`config.mk`:
```
export PLATFORM = sky130hd
export DESIGN_NAME = ex_mem_skid_pipeline
export DESIGN_NICKNAME = d
export VERILOG_FILES = /design/src/rtl/pipeline_pkg.sv /design/src/rtl/pipe_skid_reg.sv /design/src/rtl/ex_mem_skid_pipeline.sv
export SDC_FILE = /design/constraint.sdc
export NUM_CORES = 1
export LEC_CHECK = 0
export ABC_AREA = 1
export CORE_MARGIN = 2
export CORE_UTILIZATION = 47
export DETAILED_ROUTE_END_ITERATION = 10
export PLACE_DENSITY = 0.76
export SYNTH_ARGS = -nofsm -noshare
export SYNTH_HDL_FRONTEND = slang
export SYNTH_HIERARCHICAL = 1
export SYNTH_SLANG_ARGS = --single-unit
```
`constraint.sdc`:
```
create_clock -name clk -period 2.1 [get_ports clk]
set_clock_uncertainty 0.2 [all_clocks]
set_input_delay 0.42 -clock clk [delete_from_list [all_inputs] [get_ports clk]]
set_output_delay 0.42 -clock clk [all_outputs]
set_load 0.03 [all_outputs]
```
`src/rtl/pipeline_pkg.sv`:
```
// ---------------------------------------------------------------------------
// pipeline_pkg
// Shared definitions for the EX/MEM skid pipeline stage.
//   - LD_TYPE_RST_DFLT / ST_TYPE_RST_DFLT : default bubble values for the
//     load/store type fields
//   - skid_state_t : occupancy state of the 2-entry skid buffer. The encoding
//     equals the number of held entries, so the state register doubles as the
//     occupancy output.
//   - ex_mem_payload_t : payload layout at the default parameter widths.
//     Fields run MSB to LSB in the same order the top level concatenates them.
//   - payload_width() : payload width for any parameter set.
// ---------------------------------------------------------------------------
package pipeline_pkg;

    localparam logic [2:0] LD_TYPE_RST_DFLT = 3'b111;
    localparam logic [1:0] ST_TYPE_RST_DFLT = 2'b11;

    typedef enum logic [1:0] {
        EMPTY = 2'd0,
        HALF  = 2'd1,
        FULL  = 2'd2
    } skid_state_t;

    typedef struct packed {
        logic [31:0] result;
        logic [31:0] op2;
        logic        memory_write;
        logic [2:0]  load_type;
        logic [1:0]  store_type;
        logic        wb_load;
        logic        wb_reg_file;
        logic [4:0]  rd;
    } ex_mem_payload_t;

    function automatic int payload_width(input int xlen, input int rd_w,
                                         input int ld_w, input int st_w);
        return 2 * xlen + rd_w + ld_w + st_w + 3;
    endfunction

endpackage

```
`src/rtl/pipe_skid_reg.sv`:
```
// ---------------------------------------------------------------------------
// pipe_skid_reg
// Generic WIDTH-bit pipeline register with a valid/ready handshake on both
// sides. With SKID=1 it holds up to two entries and o_ready is a flop output.
// With SKID=0 it holds one entry and o_ready is combinational.
// Ports:
//   clk, rst_n           clock, async active-low reset
//   i_flush              drop all held entries (wins over accept/drain)
//   i_valid/o_ready      upstream handshake, i_data payload in
//   o_valid/i_ready      downstream handshake, o_data = head entry
//   o_occupancy          number of held entries (0..2), registered
// ---------------------------------------------------------------------------
// state | meaning
// EMPTY | nothing held, o_valid = 0
// HALF  | head register valid, skid register free
// FULL  | head and skid registers valid, upstream stalled (SKID=1 only)
// ---------------------------------------------------------------------------
module pipe_skid_reg #(
    parameter int WIDTH = 8,
    parameter int SKID  = 1
) (
    input  logic             clk,
    input  logic             rst_n,
    input  logic             i_flush,
    input  logic             i_valid,
    output logic             o_ready,
    input  logic [WIDTH-1:0] i_data,
    output logic             o_valid,
    input  logic             i_ready,
    output logic [WIDTH-1:0] o_data,
    output logic [1:0]       o_occupancy
);
    import pipeline_pkg::*;

    skid_state_t      r_state;
    skid_state_t      w_next_state;
    logic [WIDTH-1:0] r_main;
    logic [WIDTH-1:0] r_skid;
    logic             w_accept;
    logic             w_drain;
    logic             w_load_main_in;
    logic             w_load_main_skid;
    logic             w_load_skid;

    assign o_valid     = (r_state != EMPTY);
    assign w_accept    = i_valid & o_ready;
    assign w_drain     = o_valid & i_ready;
    assign o_data      = r_main;
    assign o_occupancy = r_state;

    always_comb begin
        w_next_state     = r_state;
        w_load_main_in   = 1'b0;
        w_load_main_skid = 1'b0;
        w_load_skid      = 1'b0;
        if (i_flush) begin
            w_next_state = EMPTY;
        end else begin
            case (r_state)
                EMPTY: begin
                    if (w_accept) begin
                        w_next_state   = HALF;
                        w_load_main_in = 1'b1;
                    end
                end
                HALF: begin
                    if (w_accept && w_drain) begin
                        w_load_main_in = 1'b1;
                    end else if (w_accept) begin
                        // Only reachable with the skid entry present; without
                        // it ready is low whenever the head is stalled.
                        if (SKID != 0) begin
                            w_next_state = FULL;
                            w_load_skid  = 1'b1;
                        end
                    end else if (w_drain) begin
                        w_next_state = EMPTY;
                    end
                end
                FULL: begin
                    if (w_drain) begin
                        w_next_state     = HALF;
                        w_load_main_skid = 1'b1;
                    end
                end
                default: w_next_state = EMPTY;
            endcase
        end
    end

    always_ff @(posedge clk or negedge rst_n) begin
        if (!rst_n) begin
            r_state <= EMPTY;
        end else begin
            r_state <= w_next_state;
        end
    end

    // Data registers are deliberately untouched by flush.
    always_ff @(posedge clk or negedge rst_n) begin
        if (!rst_n) begin
            r_main <= '0;
        end else if (w_load_main_in) begin
            r_main <= i_data;
        end else if (w_load_main_skid) begin
            r_main <= r_skid;
        end
    end

    // With SKID=0 w_load_skid is constant 0 and this register disappears.
    always_ff @(posedge clk or negedge rst_n) begin
        if (!rst_n) begin
            r_skid <= '0;
        end else if (w_load_skid) begin
            r_skid <= i_data;
        end
    end

    generate
        if (SKID != 0) begin : g_reg_ready
            logic r_ready;
            always_ff @(posedge clk or negedge rst_n) begin
                if (!rst_n) begin
                    r_ready <= 1'b1;
                end else begin
                    r_ready <= (w_next_state != FULL);
                end
            end
            assign o_ready = r_ready;
        end else begin : g_comb_ready
            assign o_ready = ~o_valid | i_ready;
        end
    endgenerate

endmodule

```
`src/rtl/ex_mem_skid_pipeline.sv`:
```
// ---------------------------------------------------------------------------
// ex_mem_skid_pipeline
// EX/MEM pipeline stage with valid/ready on both sides, optional 2-entry skid
// buffer (SKID=1 keeps ex_ready registered), flush-to-bubble and x0 write
// suppression.
// Ports:
//   clk, rst_n, flush               clock, async active-low reset, kill held
//   ex_valid / ex_ready             EX-side handshake
//   ex_*                            instruction fields from execute
//   mem_valid / mem_ready           MEM-side handshake on the head entry
//   mem_*                           head fields; strobes gated by mem_valid,
//                                   type fields forced to bubble values
//   occupancy                       entries held (0..2)
// ---------------------------------------------------------------------------
module ex_mem_skid_pipeline
    import pipeline_pkg::*;
#(
    parameter int              XLEN        = 32,
    parameter int              RD_W        = 5,
    parameter int              LD_W        = 3,
    parameter int              ST_W        = 2,
    parameter int              SKID        = 1,
    parameter logic [LD_W-1:0] LD_TYPE_RST = LD_TYPE_RST_DFLT,
    parameter logic [ST_W-1:0] ST_TYPE_RST = ST_TYPE_RST_DFLT
) (
    input  logic            clk,
    input  logic            rst_n,
    input  logic            flush,
    input  logic            ex_valid,
    output logic            ex_ready,
    input  logic [XLEN-1:0] ex_result,
    input  logic [XLEN-1:0] ex_op2_selected,
    input  logic            ex_memory_write,
    input  logic [LD_W-1:0] ex_memory_load_type,
    input  logic [ST_W-1:0] ex_memory_store_type,
    input  logic            ex_wb_load,
    input  logic            ex_wb_reg_file,
    input  logic [RD_W-1:0] ex_wb_rd,
    output logic            mem_valid,
    input  logic            mem_ready,
    output logic [XLEN-1:0] mem_result,
    output logic [XLEN-1:0] mem_op2_selected,
    output logic            mem_memory_write,
    output logic            mem_memory_read,
    output logic [LD_W-1:0] mem_memory_load_type,
    output logic [ST_W-1:0] mem_memory_store_type,
    output logic            mem_wb_load,
    output logic            mem_wb_reg_file,
    output logic [RD_W-1:0] mem_wb_rd,
    output logic [1:0]      occupancy
);
    localparam int PW = payload_width(XLEN, RD_W, LD_W, ST_W);

    logic [PW-1:0]   w_in_payload;
    logic [PW-1:0]   w_out_payload;
    logic [XLEN-1:0] w_result;
    logic [XLEN-1:0] w_op2;
    logic            w_write;
    logic [LD_W-1:0] w_ld_type;
    logic [ST_W-1:0] w_st_type;
    logic            w_wb_load;
    logic            w_wb_reg_file;
    logic [RD_W-1:0] w_rd;

    assign w_in_payload = {ex_result, ex_op2_selected, ex_memory_write,
                           ex_memory_load_type, ex_memory_store_type,
                           ex_wb_load, ex_wb_reg_file, ex_wb_rd};

    pipe_skid_reg #(
        .WIDTH (PW),
        .SKID  (SKID)
    ) u_skid (
        .clk         (clk),
        .rst_n       (rst_n),
        .i_flush     (flush),
        .i_valid     (ex_valid),
        .o_ready     (ex_ready),
        .i_data      (w_in_payload),
        .o_valid     (mem_valid),
        .i_ready     (mem_ready),
        .o_data      (w_out_payload),
        .o_occupancy (occupancy)
    );

    assign {w_result, w_op2, w_write, w_ld_type, w_st_type,
            w_wb_load, w_wb_reg_file, w_rd} = w_out_payload;

    // Data fields pass through ungated so they keep their last value in a
    // bubble; only strobes and type fields see mem_valid.
    assign mem_result            = w_result;
    assign mem_op2_selected      = w_op2;
    assign mem_wb_rd             = w_rd;
    assign mem_memory_write      = w_write & mem_valid;
    assign mem_memory_read       = w_wb_load & mem_valid;
    assign mem_wb_load           = w_wb_load & mem_valid;
    assign mem_wb_reg_file       = w_wb_reg_file & mem_valid & (w_rd != '0);
    assign mem_memory_load_type  = mem_valid ? w_ld_type : LD_TYPE_RST;
    assign mem_memory_store_type = mem_valid ? w_st_type : ST_TYPE_RST;

endmodule

```
== Word-level counts from Yosys, hierarchy flattened ==
Index checks and enable logic that the tools add are counted.
Storage, ports and cells
  bits in registers: 157
  input port bits: 82
  output and inout bits: 82
Operators by class
  equal/unequal tests: 3
  multiplexer cells: 21
  bitwise operators: 6
  reduce and logical (&&, ||, !) cells: 5
Operator list (number)
  $mux 77: 2
  $mux 2: 7
  $mux 1: 9
  $and 1x1->1: 6
  $pmux 2 s3: 1
  $reduce_bool 5->1: 1
  $reduce_bool 2->1: 2
  $mux 3: 1
  $eq 2x1->1 const B: 1
  $eq 2x2->1 const B: 1
  $logic_not 2->1: 1
  $ne 2x2->1 const B: 1
  $pmux 1 s2: 1
  $logic_and 1x1->1: 1

== Longest topological paths before layout ==
Gate-level depths: netlist of run 1.
  depth in word-level cells: 8
  gate-level depth with buffers: 8
  gate-level depth less buffers: 7

== Cells and area by module ==
The synthesis of run 1 kept the hierarchy.
By module, submodules not included
  pipe_skid_reg: instances 1, cells an instance 791, area an instance 6756.5 µm²
  ex_mem_skid_pipeline: instances 1, cells an instance 24, area an instance 96.3 µm²

== Worst setup path after synthesis of run 1 ==
Ideal clock, no wire load.
  kind: register -> output
  from: register u_skid.r_state[1] (netlist: u_skid/o_occupancy[1])
  to: output port mem_wb_load
  arrival time: 1542 ps
  data required time: 1480 ps
  setup slack: -62 ps
  cell stages (with the launch flop): 6
  path buffers: 2
  cell sequence: dfrtp_1 > or2_2 > buf_2 > nand2_1 > inv_1 > buf_4
On the way
  word-level cells in the longest chain between the ends: 2
RTL lines
  start, declared: line pipe_skid_reg.sv:35  | skid_state_t r_state;
  start signal, assigned: line pipe_skid_reg.sv:95  | r_state <= w_next_state;
  $reduce_bool 2->1: line pipe_skid_reg.sv:45  | assign o_valid = (r_state != EMPTY);
  via mem_valid: line ex_mem_skid_pipeline.sv:39  | output logic mem_valid,
  $and 1x1->1
  end, declared: line ex_mem_skid_pipeline.sv:47  | output logic mem_wb_load,
The timed path passes the listed nets, and every way through them passes these cells.

== Worst setup path in the final report of run 1 ==
  from: register u_skid.r_state[1] (netlist: u_skid/o_occupancy[1])
  to: output port mem_memory_read
On the way
  word-level cells in the longest chain between the ends: 2
RTL lines
  $reduce_bool 2->1: line pipe_skid_reg.sv:45
  $and 1x1->1: line ex_mem_skid_pipeline.sv:94  | assign mem_memory_read = w_wb_load & mem_valid;
  end, declared: line ex_mem_skid_pipeline.sv:44  | output logic mem_memory_read,
Every way passes these cells.

==> results of run 1 <==
==> flip-flops by register name (all words and copies together) (netlist names) <==
name,cells
u_skid/o_occupancy,2
u_skid/r_skid,77
u_skid/o_data,77
u_skid/o_ready,1
==> kinds of logic (layout without fill, tap and decap cells) <==
kind of cell / after synthesis / after routing / share of synthesized area [%]
buf+inv: 85 / 261 / 5.26
flops: 157 / 157 / 57.3
compound gates: 5 / 5 / 0.365
simple gates: 568 / 568 / 37.0
==> cells in the mapped netlist <==
master and instances:
dfrtp_1 156, nor2_2 2, nand3_1 306, buf_2 24, nor2_4 2, clkbuf_1 36
buf_1 3, o21ai_0 2, inv_2 2, buf_4 3, a21oi_1 3, inv_1 17
or2_2 1, nand2_1 252, dfstp_2 1, nor2_1 5
==> cell type report <==
class                   count  area (um^2)  share of cell area, %
repair buffers            210         2200                   22.8
well taps                 184          230                   2.39
multi-input cells         573         2610                   27.1
flip-flops and latches    157         3930                   40.8
clock buffers              27          523                   5.42
clock inverters             5         77.6                  0.804
inverters                  19         73.8                  0.765
==> power breakdown <==
part           leakage (uW)  internal (uW)  switching, uW
combinational       0.00277            912           1340
sequential          0.00197           3690            390
clock              0.000294           1940           1140
total               0.00503           6540           2860
==> through the flow <==
step | instance area [um^2] | power [uW] | TNS (ns)
after floorplan | 6860 | 5290 | 0
after global placement | 8940 | 6350 | -2.25
after detailed placement | 8940 | 6420 | -3.77
after CTS | 9530 | 9450 | -0.0924
after global routing | 9650 | 9860 | -0.116
final | 9650 | 9400 | 0
==> metal layers <==
metal  GRT usage [%]  wire length (um)  part of all wire, %
met4            10.4               460                  2.4
met1            33.1              8060                   42
met3            4.94              1110                  5.7
met2            42.2              9730                   50
met5               0                 0                    0
==> critical path, delay by kind of cell (launching register included) <==
kind | cells | cell delay [ns]
DFF | 1 | 0.41
and+or+nand+nor | 2 | 0.35
buffers and inverters | 3 | 0.28
==> what timing repair did <==
item / in CTS / in global routing
endpoints found under the hold margin: 30 / 0
setup buffers: 1 / 0
hold buffers: 1 / 0
pin swaps: 1 / 2
setup endpoints to repair: 35 / 36
resized for setup: 51 / 49
==> final timing paths <==
path	slack (ns)	end	startpoint	cells past startpoint
setup / recovery	0.02	mem_memory_read	u_skid/o_occupancy[1]$_DFF_PN0_	5
hold / removal	0.26	u_skid/r_skid[70]$_DFFE_PN0P_	rst_n	2
setup reg to reg	0.26	u_skid/o_data[34]$_DFFE_PN0P_	u_skid/o_ready$_DFF_PN1_	7
hold reg to reg	0.27	u_skid/r_skid[57]$_DFFE_PN0P_	u_skid/r_skid[57]$_DFFE_PN0P_	2
max in group asynchronous	0.83	u_skid/r_skid[44]$_DFFE_PN0P_	rst_n	3
min in group clk	0.27	u_skid/r_skid[57]$_DFFE_PN0P_	u_skid/r_skid[57]$_DFFE_PN0P_	2
==> metrics.md, run 1 <==
| Metric | Value |
|---|---|
| Post-Syn Nets | `897` |
| RSZ-0062 raised after global routing | `true` |
| Ports | `164` |
| WP data required | `1.48 ns` |
| Clock Tree Buf Depth | `2` |
| Pwr Density | `974 nW/um^2` |
| Ys Warns | `6` |
| Port bufs | `163` |
| FP Rows | `44` |
| Largest net degree at the start of global routing | `52` |
| Initial antenna violation count | `0` |
| Setup CP Type | `reg2out` |
| Area leader, netlist | `dfrtp_1` |
| CP arrival | `1.46 ns` |
| Post-DR vias/cell | `5.46` |
| Top-area cell type share of the netlist area | `57.0%` |
| Clk_lat worst skew | `0.42 ns` |
| Total leakage power | `0.00503 uW` |
| Most frequent CP cell | `buf_6` |
| Tmin final | `2.08 ns` |
| Netlist cell types | `16` |
| Initial DRC Count | `764` |
| Vias in the first global route | `6,352` |
| Placed cells | `1,141` |
| Die span in y | `125 um` |
| Hold WC Path Type | `in2async` |
| Die width | `125 um` |
| Clock sinks | `157` |
| Critical Path Max Stage Delay | `0.41 ns` |
| CTS tree | `yes` |
| Status | `finished clean` |
| Synth area leaders | `dfrtp_1 (57%), nand3_1 (22%), nand2_1 (14%), clkbuf_1 (2.0%), buf_2 (1.8%)` |
| Fin Hold WS | `0.262 ns` |
| Max Fclk | `482 MHz` |
| Placer Congestion | `0.820` |
| Yosys reg bits | `157` |
| Max Slew Vio Count | `0` |
| Mapped Area | `6850 um^2` |
| ANT nets after route | `0` |
| First-pass GRT wire length | `32,100 um` |
| Final non-filler cell total | `1,175` |
| Syn avg cell area | `8.41 um^2` |
| VDD IR max | `0.586 mV` |
| DP Worst Slack | `-0.104 ns` |
| WL per Instance | `16.5 um` |
| Total iterations of the first detailed-routing run | `5` |
| Detailed Route WL | `19,300 um` |
| Antenna Cells | `0` |
| Reg clk slew, reported paths | `0.06 ns` |
| GR Overflow Total | `0` |
| Startpoint Class | `register` |
| Final core utilization | `67.1%` |
| CP Cell Sequence | `or2_4 -> buf_6 -> nand2_4 -> inv_4 -> buf_6` |
| Drt drc | `0` |
| Maximum Capacitance Violations | `0` |
| Core area | `14,400 um^2` |
| Sequential cell area fraction in the yosys report | `57.3%` |
| CTS Root Cell | `clkbuf_16` |
| Crit path capture type | `output pin` |
| Filler cells | `1,184` |
| Final setup fails | `0` |
| DIE AREA | `15,600 um^2` |
| Slew margin rel. | `75.1%` |
| Mapped Cells | `815` |
| HPWL after detailed placement | `12,700 um` |
| Commonest non-fill, non-tap cell in the layout | `nand3_1` |
| H-Tree Depth | `4` |
| Fin crit share | `98.9%` |
| Layout cells sized above 1 | `10.8%` |
| Initial Util | `47.7%` |
| Most frequent cells in the layout | `nand3_1 (306), nand2_1 (242), dfrtp_1 (154)` |
| # nets final | `1,060` |
| GRT Util Overall | `25.5%` |
| Syn-to-layout area delta | `40.8%` |
| Crit-path slowest cell | `dfrtp_2` |
| Fin worst setup slack | `0.0234 ns` |
| Via count | `6,418` |
| Num CTS Buffers | `17` |
| Fin. Hold Viols | `0` |
| Worst-Margin Slew | `0.375 ns` |
| Worst Path Max Fanout | `5` |
Power figures use the tool's default switching activity.
==> run 2: changes to the inputs <==
RECOVER_POWER = 100   (was default)
==> metrics.md, run 2 (synthesis gave the netlist of run 1 again) <==
| Metric | Value |
|---|---|
| First-pass GRT wire length | `32,100 um (unchanged)` |
| Final setup fails | `0 (unchanged)` |
| Port bufs | `163 (unchanged)` |
| Initial DRC Count | `735 (-3.8%)` |
| Crit path capture type | `output pin` |
| Hold WC Path Type | `reg2reg` |
| WHS Path Cells | `2` |
| FP Rows | `44 (unchanged)` |
| HPWL after detailed placement | `12,700 um (unchanged)` |
| Worst R2R Start | `u_skid/o_occupancy[1]$_DFF_PN0_` |
| Flop2flop setup slack | `0.21 ns (-0.05 ns)` |
| Hold_sp | `u_skid/r_skid[57]$_DFFE_PN0P_` |
| Die span in y | `125 um (unchanged)` |
| Fin. Hold Viols | `0 (unchanged)` |
| RSZ-0062 raised after global routing | `true` |
| Initial Util | `47.7% (unchanged)` |
| Startpoint Class | `register` |
| Ports | `164 (unchanged)` |
| DP Worst Slack | `-0.104 ns (unchanged)` |
| Worst Path Buf+Inv | `3 (unchanged)` |
| GR Overflow Total | `0 (unchanged)` |
| Via count | `6,426 (+0.12%)` |
| Antenna Cells | `0 (unchanged)` |
| Critical R2R Capture | `u_skid/o_data[65]$_DFFE_PN0P_` |
| Filler cells | `1,252 (+5.7%)` |
| Post-DR vias/cell | `5.47 (+0.12%)` |
| Setup TNS | `0 ns (unchanged)` |
| Fin crit share | `98.8% (-0.12 points)` |
| Multi-input gate area | `2610 um^2 (-0.19%)` |
| Worst Path Max Fanout | `5 (unchanged)` |
| Fin worst setup slack | `0.0259 ns (+0.00251 ns)` |
| Final core utilization | `64.8% (-2.3 points)` |
| Clock Tree Buf Depth | `2 (unchanged)` |
| Placer Congestion | `0.820 (unchanged)` |
| Crit-path slowest cell | `dfrtp_2` |
| Commonest non-fill, non-tap cell in the layout | `nand3_1` |
| VDD IR max | `0.585 mV (-0.32%)` |
| Die width | `125 um (unchanged)` |
| CTS tree | `yes` |
| Reg clk slew, reported paths | `0.06 ns (about the same)` |
| Maximum Capacitance Violations | `0 (unchanged)` |
| Syn-to-layout area delta | `36.0%` |
| Most frequent cells in the layout | `nand3_1 (306), nand2_1 (244), dfrtp_1 (154)` |
| Drt drc | `0 (unchanged)` |
| Max Fclk | `482 MHz (+0.12%)` |
| DIE AREA | `15,600 um^2 (unchanged)` |
| Largest net degree at the start of global routing | `52 (unchanged)` |
| Worst-Margin Slew | `0.928 ns (+0.553 ns)` |
| Clock sinks | `157 (unchanged)` |
| WL per Instance | `16.5 um (about the same)` |
| Reg area | `3930 um^2 (unchanged)` |
| Clk_lat worst skew | `0.42 ns (about the same)` |
| Max Slew Vio Count | `0 (unchanged)` |
| Detailed Route WL | `19,300 um (about the same)` |
| Num CTS Buffers | `17 (unchanged)` |
| CP arrival | `1.45 ns (about the same)` |
| Status | `finished clean` |
| R2R cell count | `7 (unchanged)` |
| Total leakage power | `0.00459 uW (-8.8%)` |
| Initial antenna violation count | `0 (unchanged)` |
| Setup CP Type | `reg2out` |
| Critical Path Max Stage Delay | `0.40 ns (about the same)` |
| Pwr Density | `996 nW/um^2 (+2.2%)` |
| Core area | `14,400 um^2 (unchanged)` |
| Layout cells sized above 1 | `10.5% (-0.30 points)` |
| CTS Root Cell | `clkbuf_16` |
| Tmin final | `2.07 ns (-0.00251 ns)` |
| WP data required | `1.48 ns (about the same)` |
| Total chip power | `9280 uW (-1.3%)` |
| H-Tree Depth | `4 (unchanged)` |
| CP Cell Sequence | `or2_4 -> buf_6 -> nand2_4 -> inv_4 -> buf_6` |
| Top delay family on crit path | `flip-flops` |
| Vias in the first global route | `6,352 (unchanged)` |
| ANT nets after route | `0 (unchanged)` |
| Slew margin rel. | `38.1% (-37 points)` |
| Most frequent CP cell | `buf_6` |
| GRT Util Overall | `25.5% (unchanged)` |
| # nets final | `1,060 (unchanged)` |
| Total iterations of the first detailed-routing run | `5 (unchanged)` |
| Worst Hold End | `u_skid/r_skid[57]$_DFFE_PN0P_` |
==> run 2: changes by cell type in the layout (fill, tap and decap cells not counted), sizes merged <==
| cell | change |
|---|---|
| clkbuf | +40 |
| dlymetal6s2s | -28 |
| buf | -12 |
| clkdlybuf4s50 | -1 |
| dlygate4sd3 | +1 |
==> run 2: through the flow <==
stage | hold slack [ns] | instance area, um^2 | cells
floorplan | -0.0756 | 6860 | 815
global placement | 0.139 | 8940 | 1141
detailed placement | 0.141 | 8940 | 1141
CTS | 0.268 | 9530 | 1175
global route | 0.283 | 9320 | 1175
finish | 0.269 | 9320 | 1175
==> run 2: worst max path at each step <==
| stage | depth (start not counted) | from | to |
|---|---|---|---|
| floorplan | 5 | u_skid/o_occupancy[1]$_DFF_PN0_ | mem_wb_load |
| global placement | 8 | mem_ready | u_skid/o_data[33]$_DFFE_PN0P_ |
| detailed placement | 7 | flush | u_skid/o_data[45]$_DFFE_PN0P_ |
| CTS | 6 | u_skid/o_occupancy[0]$_DFF_PN0_ | mem_wb_reg_file |
| global route | 5 | u_skid/o_occupancy[1]$_DFF_PN0_ | mem_memory_read |
| finish | 5 | u_skid/o_occupancy[1]$_DFF_PN0_ | mem_memory_read |
==> run 2: routing by layer <==
layer	up-vias	track usage [%]	wire (um)
met5	-	0	0
met4	0	10.4	478
met3	34	4.94	1320
met2	271	42.2	9630
met1	3096	33.1	7920
li1	3025	-	-
==> run 2: power breakdown <==
part           switching (uW)  leakage, uW  internal [uW]
Sequential                392      0.00197           3690
Clock                    1140     0.000294           1940
Combinational            1330      0.00233            788
==> run 2: layout make-up <==
cell class                      count  share of cell area, %
Inverter                           19                  0.792
Tap cell                          184                   2.47
Clock inverter                      5                  0.833
Clock buffer                       27                   5.61
Sequential cell                   157                   42.2
Timing Repair Buffer              210                   20.1
Multi-Input combinational cell    573                   28.0
==> run 2: repair_timing <==
item | in CTS | in global routing
endpoints found under the setup margin | 35 | 36
hold endpoints to repair | 30 | 0
pin swaps | 1 | 2
resized for setup | 51 | 49
setup buffers | 1 | 0
hold buffers | 1 | 0
==> run 2: tightest hold or removal path: stages (launching register included) <==
cell     delay [ns]
dfrtp_1        0.34
nand2_1        0.05
nand2_1        0.05
